**src/rtl/imm_enc_pkg.sv**
```systemverilog
// Shared definitions for the immediate encoder: class codes, FSM states and field positions.
// Field packing lives in imm_enc_pack; range checking is enabled by IMM_ENC_RANGE_CHECK_EN.
package imm_enc_pkg;

  localparam logic [2:0] IMM_M    = 3'd1;
  localparam logic [2:0] IMM_BR   = 3'd2;
  localparam logic [2:0] IMM_LDI  = 3'd3;
  localparam logic [2:0] IMM_LDUI = 3'd4;

  typedef enum logic [1:0] {
    IMMENC_IDLE    = 2'd0,
    IMMENC_EMIT    = 2'd1,
    IMMENC_EMIT_HI = 2'd2
  } imm_enc_state_e;

  localparam int M_SIGN_BIT   = 9;
  localparam int LDI_SIGN_BIT = 19;
  localparam int LDUI_SRC_LSB = 17;
  localparam int LDUI_SRC_MSB = 31;
  localparam int BR_FIELD_MSB = 16;
  localparam int BR_FIELD_LSB = 4;

  // True when every bit at and above msb carries the same value.
  function automatic logic is_sext(input logic [63:0] v, input int msb);
    logic [63:0] hi_mask;
    hi_mask = ~64'h0 << msb;
    return ((v & hi_mask) == hi_mask) || ((v & hi_mask) == 64'h0);
  endfunction

endpackage

```
**src/rtl/imm_enc_pack.sv**
```systemverilog
// Combinational packing of a value into the imm_src field for its class, including LDI split.
// With IMM_ENC_RANGE_CHECK_EN defined, encodable reports whether the value fits its class.
module imm_enc_pack
  import imm_enc_pkg::*;
#(
  parameter int IMM_W = 25
) (
  input  logic [2:0]       sel,
  input  logic [63:0]      value,
  output logic [IMM_W-1:0] field,
  output logic             split,
  output logic [IMM_W-1:0] hi_field,
  output logic             encodable
);

  logic fits_ldi;

  always_comb begin
    field    = '0;
    hi_field = '0;
    split    = 1'b0;
    fits_ldi = is_sext(value, LDI_SIGN_BIT);
    case (sel)
      IMM_M: field[M_SIGN_BIT:0] = value[M_SIGN_BIT:0];
      IMM_BR: begin
        field[BR_FIELD_MSB]                  = value[16];
        field[BR_FIELD_MSB-1:BR_FIELD_LSB]   = value[11:0];
      end
      IMM_LDI: begin
        if (fits_ldi) begin
          field[LDI_SIGN_BIT:0] = value[LDI_SIGN_BIT:0];
        end else begin
          split          = 1'b1;
          field[16:0]    = value[16:0];
          hi_field[14:0] = value[LDUI_SRC_MSB:LDUI_SRC_LSB];
        end
      end
      IMM_LDUI: field[14:0] = value[LDUI_SRC_MSB:LDUI_SRC_LSB];
      default: ;
    endcase
  end

`ifdef IMM_ENC_RANGE_CHECK_EN
  logic upper_zero;
  always_comb begin
    encodable  = 1'b0;
    upper_zero = (value[63:32] == '0);
    case (sel)
      IMM_M:    encodable = is_sext(value, M_SIGN_BIT);
      IMM_BR:   encodable = (value[63:17] == '0) && (value[15:12] == '0);
      IMM_LDI:  encodable = fits_ldi || upper_zero;
      IMM_LDUI: encodable = upper_zero;
      default:  encodable = 1'b0;
    endcase
  end
`else
  assign encodable = 1'b1;
`endif

endmodule

```
**src/rtl/imm_enc.sv**
```systemverilog
// Immediate encoder: registers one imm_src field per request, splitting wide LDI into LDI+LDUI.
// Build option IMM_ENC_RANGE_CHECK_EN enables dropping unencodable requests with an err pulse.
//
//   state          | meaning
//   IMMENC_IDLE    | ready for a request; may hold a single pending field
//   IMMENC_EMIT    | LDI half of a split on the output, LDUI half latched
//   IMMENC_EMIT_HI | LDUI half on the output, waiting for its handshake
module imm_enc
  import imm_enc_pkg::*;
#(
  parameter int IMM_W = 25,
  parameter int RD_W  = 5
) (
  input  logic             clk,
  input  logic             rst_n,
  input  logic             req_valid,
  output logic             req_ready,
  input  logic [2:0]       req_sel,
  input  logic [63:0]      req_value,
  input  logic [RD_W-1:0]  req_rd,
  output logic             out_valid,
  input  logic             out_ready,
  output logic [2:0]       out_sel,
  output logic [IMM_W-1:0] out_imm,
  output logic [RD_W-1:0]  out_rd,
  output logic             out_last,
  output logic             err,
  output logic             busy
);

  imm_enc_state_e   state, state_nxt;
  logic [IMM_W-1:0] hi_imm, hi_imm_nxt, out_imm_nxt, pk_field, pk_hi;
  logic [2:0]       out_sel_nxt;
  logic [RD_W-1:0]  out_rd_nxt;
  logic             out_valid_nxt, out_last_nxt, err_nxt;
  logic             pk_split, pk_ok, accept, take;

  imm_enc_pack #(.IMM_W(IMM_W)) u_pack (
    .sel       (req_sel),
    .value     (req_value),
    .field     (pk_field),
    .split     (pk_split),
    .hi_field  (pk_hi),
    .encodable (pk_ok)
  );

  // rst_n gates ready so nothing is accepted while reset is held.
  assign req_ready = rst_n & (state == IMMENC_IDLE) & (~out_valid | out_ready);
  assign accept    = req_valid & req_ready;
  assign take      = out_valid & out_ready;
  assign busy      = (state != IMMENC_IDLE) | out_valid;

  always_ff @(posedge clk or negedge rst_n) begin
    if (!rst_n) begin
      state     <= IMMENC_IDLE;
      out_valid <= 1'b0;
      out_sel   <= '0;
      out_imm   <= '0;
      out_rd    <= '0;
      out_last  <= 1'b0;
      hi_imm    <= '0;
      err       <= 1'b0;
    end else begin
      state     <= state_nxt;
      out_valid <= out_valid_nxt;
      out_sel   <= out_sel_nxt;
      out_imm   <= out_imm_nxt;
      out_rd    <= out_rd_nxt;
      out_last  <= out_last_nxt;
      hi_imm    <= hi_imm_nxt;
      err       <= err_nxt;
    end
  end

  always_comb begin
    state_nxt     = state;
    out_valid_nxt = out_valid;
    out_sel_nxt   = out_sel;
    out_imm_nxt   = out_imm;
    out_rd_nxt    = out_rd;
    out_last_nxt  = out_last;
    hi_imm_nxt    = hi_imm;
    err_nxt       = 1'b0;
    case (state)
      IMMENC_IDLE: begin
        if (take) out_valid_nxt = 1'b0;
        if (accept) begin
          if (!pk_ok) begin
            err_nxt = 1'b1;
          end else begin
            out_valid_nxt = 1'b1;
            out_sel_nxt   = req_sel;
            out_imm_nxt   = pk_field;
            out_rd_nxt    = req_rd;
            out_last_nxt  = ~pk_split;
            hi_imm_nxt    = pk_hi;
            if (pk_split) state_nxt = IMMENC_EMIT;
          end
        end
      end
      IMMENC_EMIT: begin
        if (take) begin
          out_sel_nxt  = IMM_LDUI;
          out_imm_nxt  = hi_imm;
          out_last_nxt = 1'b1;
          state_nxt    = IMMENC_EMIT_HI;
        end
      end
      IMMENC_EMIT_HI: begin
        if (take) begin
          out_valid_nxt = 1'b0;
          state_nxt     = IMMENC_IDLE;
        end
      end
      default: state_nxt = IMMENC_IDLE;
    endcase
  end

endmodule
```
**config.mk**
```make
export PLATFORM = sky130hd
export DESIGN_NAME = imm_enc
export DESIGN_NICKNAME = d
export VERILOG_FILES = /design/src/rtl/imm_enc_pkg.sv /design/src/rtl/imm_enc_pack.sv /design/src/rtl/imm_enc.sv
export SDC_FILE = /design/constraint.sdc
export NUM_CORES = 1
export LEC_CHECK = 0
export BUFFER_PORTS_ARGS = -buffer_cell sky130_fd_sc_hd__buf_2
export CORE_UTILIZATION = 48
export CTS_BUF_LIST = sky130_fd_sc_hd__clkbuf_4 sky130_fd_sc_hd__clkbuf_8
export CTS_CLUSTER_SIZE = 14
export DETAILED_ROUTE_END_ITERATION = 12
export PLACE_DENSITY = 0.83
export SLEW_MARGIN = 25
export SYNTH_ARGS = -nofsm -noshare
export SYNTH_HDL_FRONTEND = slang
export SYNTH_SLANG_ARGS = --single-unit
```
**constraint.sdc**
```tcl
create_clock -name clk -period 2.3 [get_ports clk]
set_clock_uncertainty 0.1 [all_clocks]
set_input_delay 0.69 -clock clk [delete_from_list [all_inputs] [get_ports clk]]
set_output_delay 0.69 -clock clk [all_outputs]
set_load 0.01 [all_outputs]
```
==> results_dict.tcl <==
set metrics [dict create \
    p_leak_nw 1.58 \
    routed_wl_mm 6.93 \
    antenna_found_initial 0 \
    fp.dieW_um 73.8 \
    avgRoutedWirePerCell_um 15.8 \
    relSlewSlack 0.462 \
    whs_ns 0.234 \
    seqPwrFrac 0.408 \
    crit_arrival_ns 1.30 \
    cts_tree "done" \
    yosys_warnings 0 \
    met3_usage 0.0700 \
    place_hpwl_mm 5.42 \
    cp_max_fo 10 \
    worstPathRequired_ns 1.51 \
    fillers 381 \
    hold_buffers 0 \
    slew_viol_final 0 \
    dp_slack_ns -0.0471 \
    n_antenna_cell 0 \
    grt_pass1_vias 2341 \
    grt.busiest_layer "met2" \
    grt_use_met1 0.350 \
    ys_types 38 \
    hold_viol 0 \
    ant_nets 0 \
    tightest_slew_ns 0.805 \
    fin_cells 438 \
    setup_tns_ns 0 \
    cellPowerDensity_nw_per_um2 958 \
    maxCapViolCount 0 \
    p_sw_mw 1.14 \
    syn2layout_area_growth_pct 30.6 \
    fp.dieArea_um2 5440 \
    synth-seq-area-share 0.475 \
    post_cts_resized 0 \
    synthArstFlopShare 1.00 \
    fmax_mhz 479 \
    synthTopCellsByArea "dfrtp_1 48%, nand2_1 4.9%, o21ai_0 4.5%" \
    grt_max_degree 40 \
    crit_type "primary input to output port" \
    crit_path_start_kind "primary input" \
    syn_area_per_cell_um2 9.74 \
    grt_usage 0.274 \
    root_buffer "clkbuf_8" \
    rows 25 \
    synth-seq-cells 47 \
    port_buffers 107 \
    start_util 0.510 \
    period_needed_ns 2.09 \
    peakVddDrop_v 0.000366 \
    fin_util 0.666 \
    insertion_delay_ns 0.30 \
    htreeDepth 2 \
    overflow 0 \
    drc 0 \
    synthCells 254 \
    core_area_um2 4850 \
    synth_edf_count 0 \
    grtUsageMet2 0.448 \
    cts.sinks 47 \
    layout_setup_ws_ns 0.212 \
    switching_share 0.369 \
    vias 2523 \
    post-cts-setup-buffer-count 0 \
    critPathCaptureType "output port" \
    place_area_um2 3130 \
    final_area_um2 3230 \
    path_clk_slew_ns 0.08 \
    hold_path.class "primary input to async pin" \
    netlist.area_leader.share 0.475 \
    ios 114 \
    dp.cells 430 \
    setup_violations 0 \
    finalNetCount 446 \
    cts_buffers 5 \
    synth_area_um2 2470 \
    drive_gt1_frac 0.410 \
    post-route-period-util 0.908 \
    viasPerCell 5.76 \
    first_iter_violations 164 \
    comb_power_share 0.415 \
    status "finished clean" \
    clock_path_buffers 2 \
    clkPwrFrac 0.177 \
    die_h_um 73.8 \
    dr.pass1.iters 5 \
    p_total_mw 3.09 \
    synth_top_flop_cell "dfrtp_1" \
    power.internal_mw 1.95 \
    synth_top_area_cell "dfrtp_1" \
    rsz0062_at_grt "no" \
    grt_pass1_wl_mm 11.0 \
    globalplace.congestion 0.909 \
]
Yosys cell counts (7+ instances only):
cell type,instances
nand2_1,32
clkbuf_1,8
nor4_1,13
o21ai_0,22
nor2_1,25
buf_4,7
a22o_1,11
nand4_1,14
dfrtp_1,47
a22o_2,8
a21oi_1,7
a221o_1,7
cell families (layout without fill, tap and decap cells):
kind of cell	count (synthesis)	count (layout)	synth area share
AOI/OAI and AO/OA	75	75	0.230
and+or+nand+nor	103	103	0.210
buffers and inverters	22	134	0.0556
other	1	6	0.00152
DFF	47	47	0.475
muxes	6	6	0.0273
worst paths after layout:
kind                                       startpoint                     end  slack (ns)  depth (start not counted)
worst max-delay path                            rst_n               req_ready        0.21                          4
worst min-delay path                            rst_n   out_rd[4]$_DFFE_PN0P_        0.23                          2
worst max register to register   state[0]$_DFFE_PN0P_  hi_imm[10]$_DFFE_PN0P_        0.25                          5
worst min register to register  out_rd[3]$_DFFE_PN0P_   out_rd[3]$_DFFE_PN0P_        0.38                          2
max in group asynchronous                       rst_n    out_last$_DFFE_PN0P_        1.38                          2
min in group clk                out_rd[3]$_DFFE_PN0P_   out_rd[3]$_DFFE_PN0P_        0.38                          2
sequential cells by signal, summed over array words and instances, names as in the netlist:
name       count
out_last       1
out_sel        3
out_valid      1
out_imm       20
hi_imm        15
state          2
out_rd         5
power by group through the flow:
stage          clock network (mW)  registers (mW)  logic, mW
3_3_place_gp                    0            1.27       1.25
6_report                    0.549            1.26       1.28
4_1_cts                     0.557            1.26       1.29
5_1_grt                     0.593            1.30       1.43
3_5_place_dp                    0            1.28       1.29
2_1_floorplan                   0            1.37      0.633
worst max-delay path: stages:
cell,delay [ns]
buf_2,0.12
buf_4,0.17
and3_2,0.18
buf_2,0.13
metal layers:
metal  routed length (µm)  up-vias
met5                    0        -
met4                  137        0
met3                  621       12
met2                 3340      145
met1                 2830     1186
li1                     -     1180
placed cells by master (no fill, tap or decap), types with 6 or more instances in the layout:
master    instances
buf_2           107
dfrtp_1          47
nand2_1          32
nor2_1           25
o21ai_0          21
buf_4            17
nand4_1          14
nor4_1           13
a22o_1           11
a22o_2            8
a221o_1           7
a21oi_1           7
clkbuf_8          7
mux2_2            6
a22oi_1           6
a221oi_1          6
conb_1            6
layout make-up:
type / count / area (µm²) / area share
multi-input cells: 190 / 1180 / 0.365
repair buffers: 125 / 683 / 0.212
flip-flops and latches: 47 / 1180 / 0.364
well taps: 67 / 83.8 / 0.0260
clock buffers: 8 / 104 / 0.0322
inverters: 1 / 3.75 / 0.00116
No activity file was read; power rests on OpenSTA's default activity.
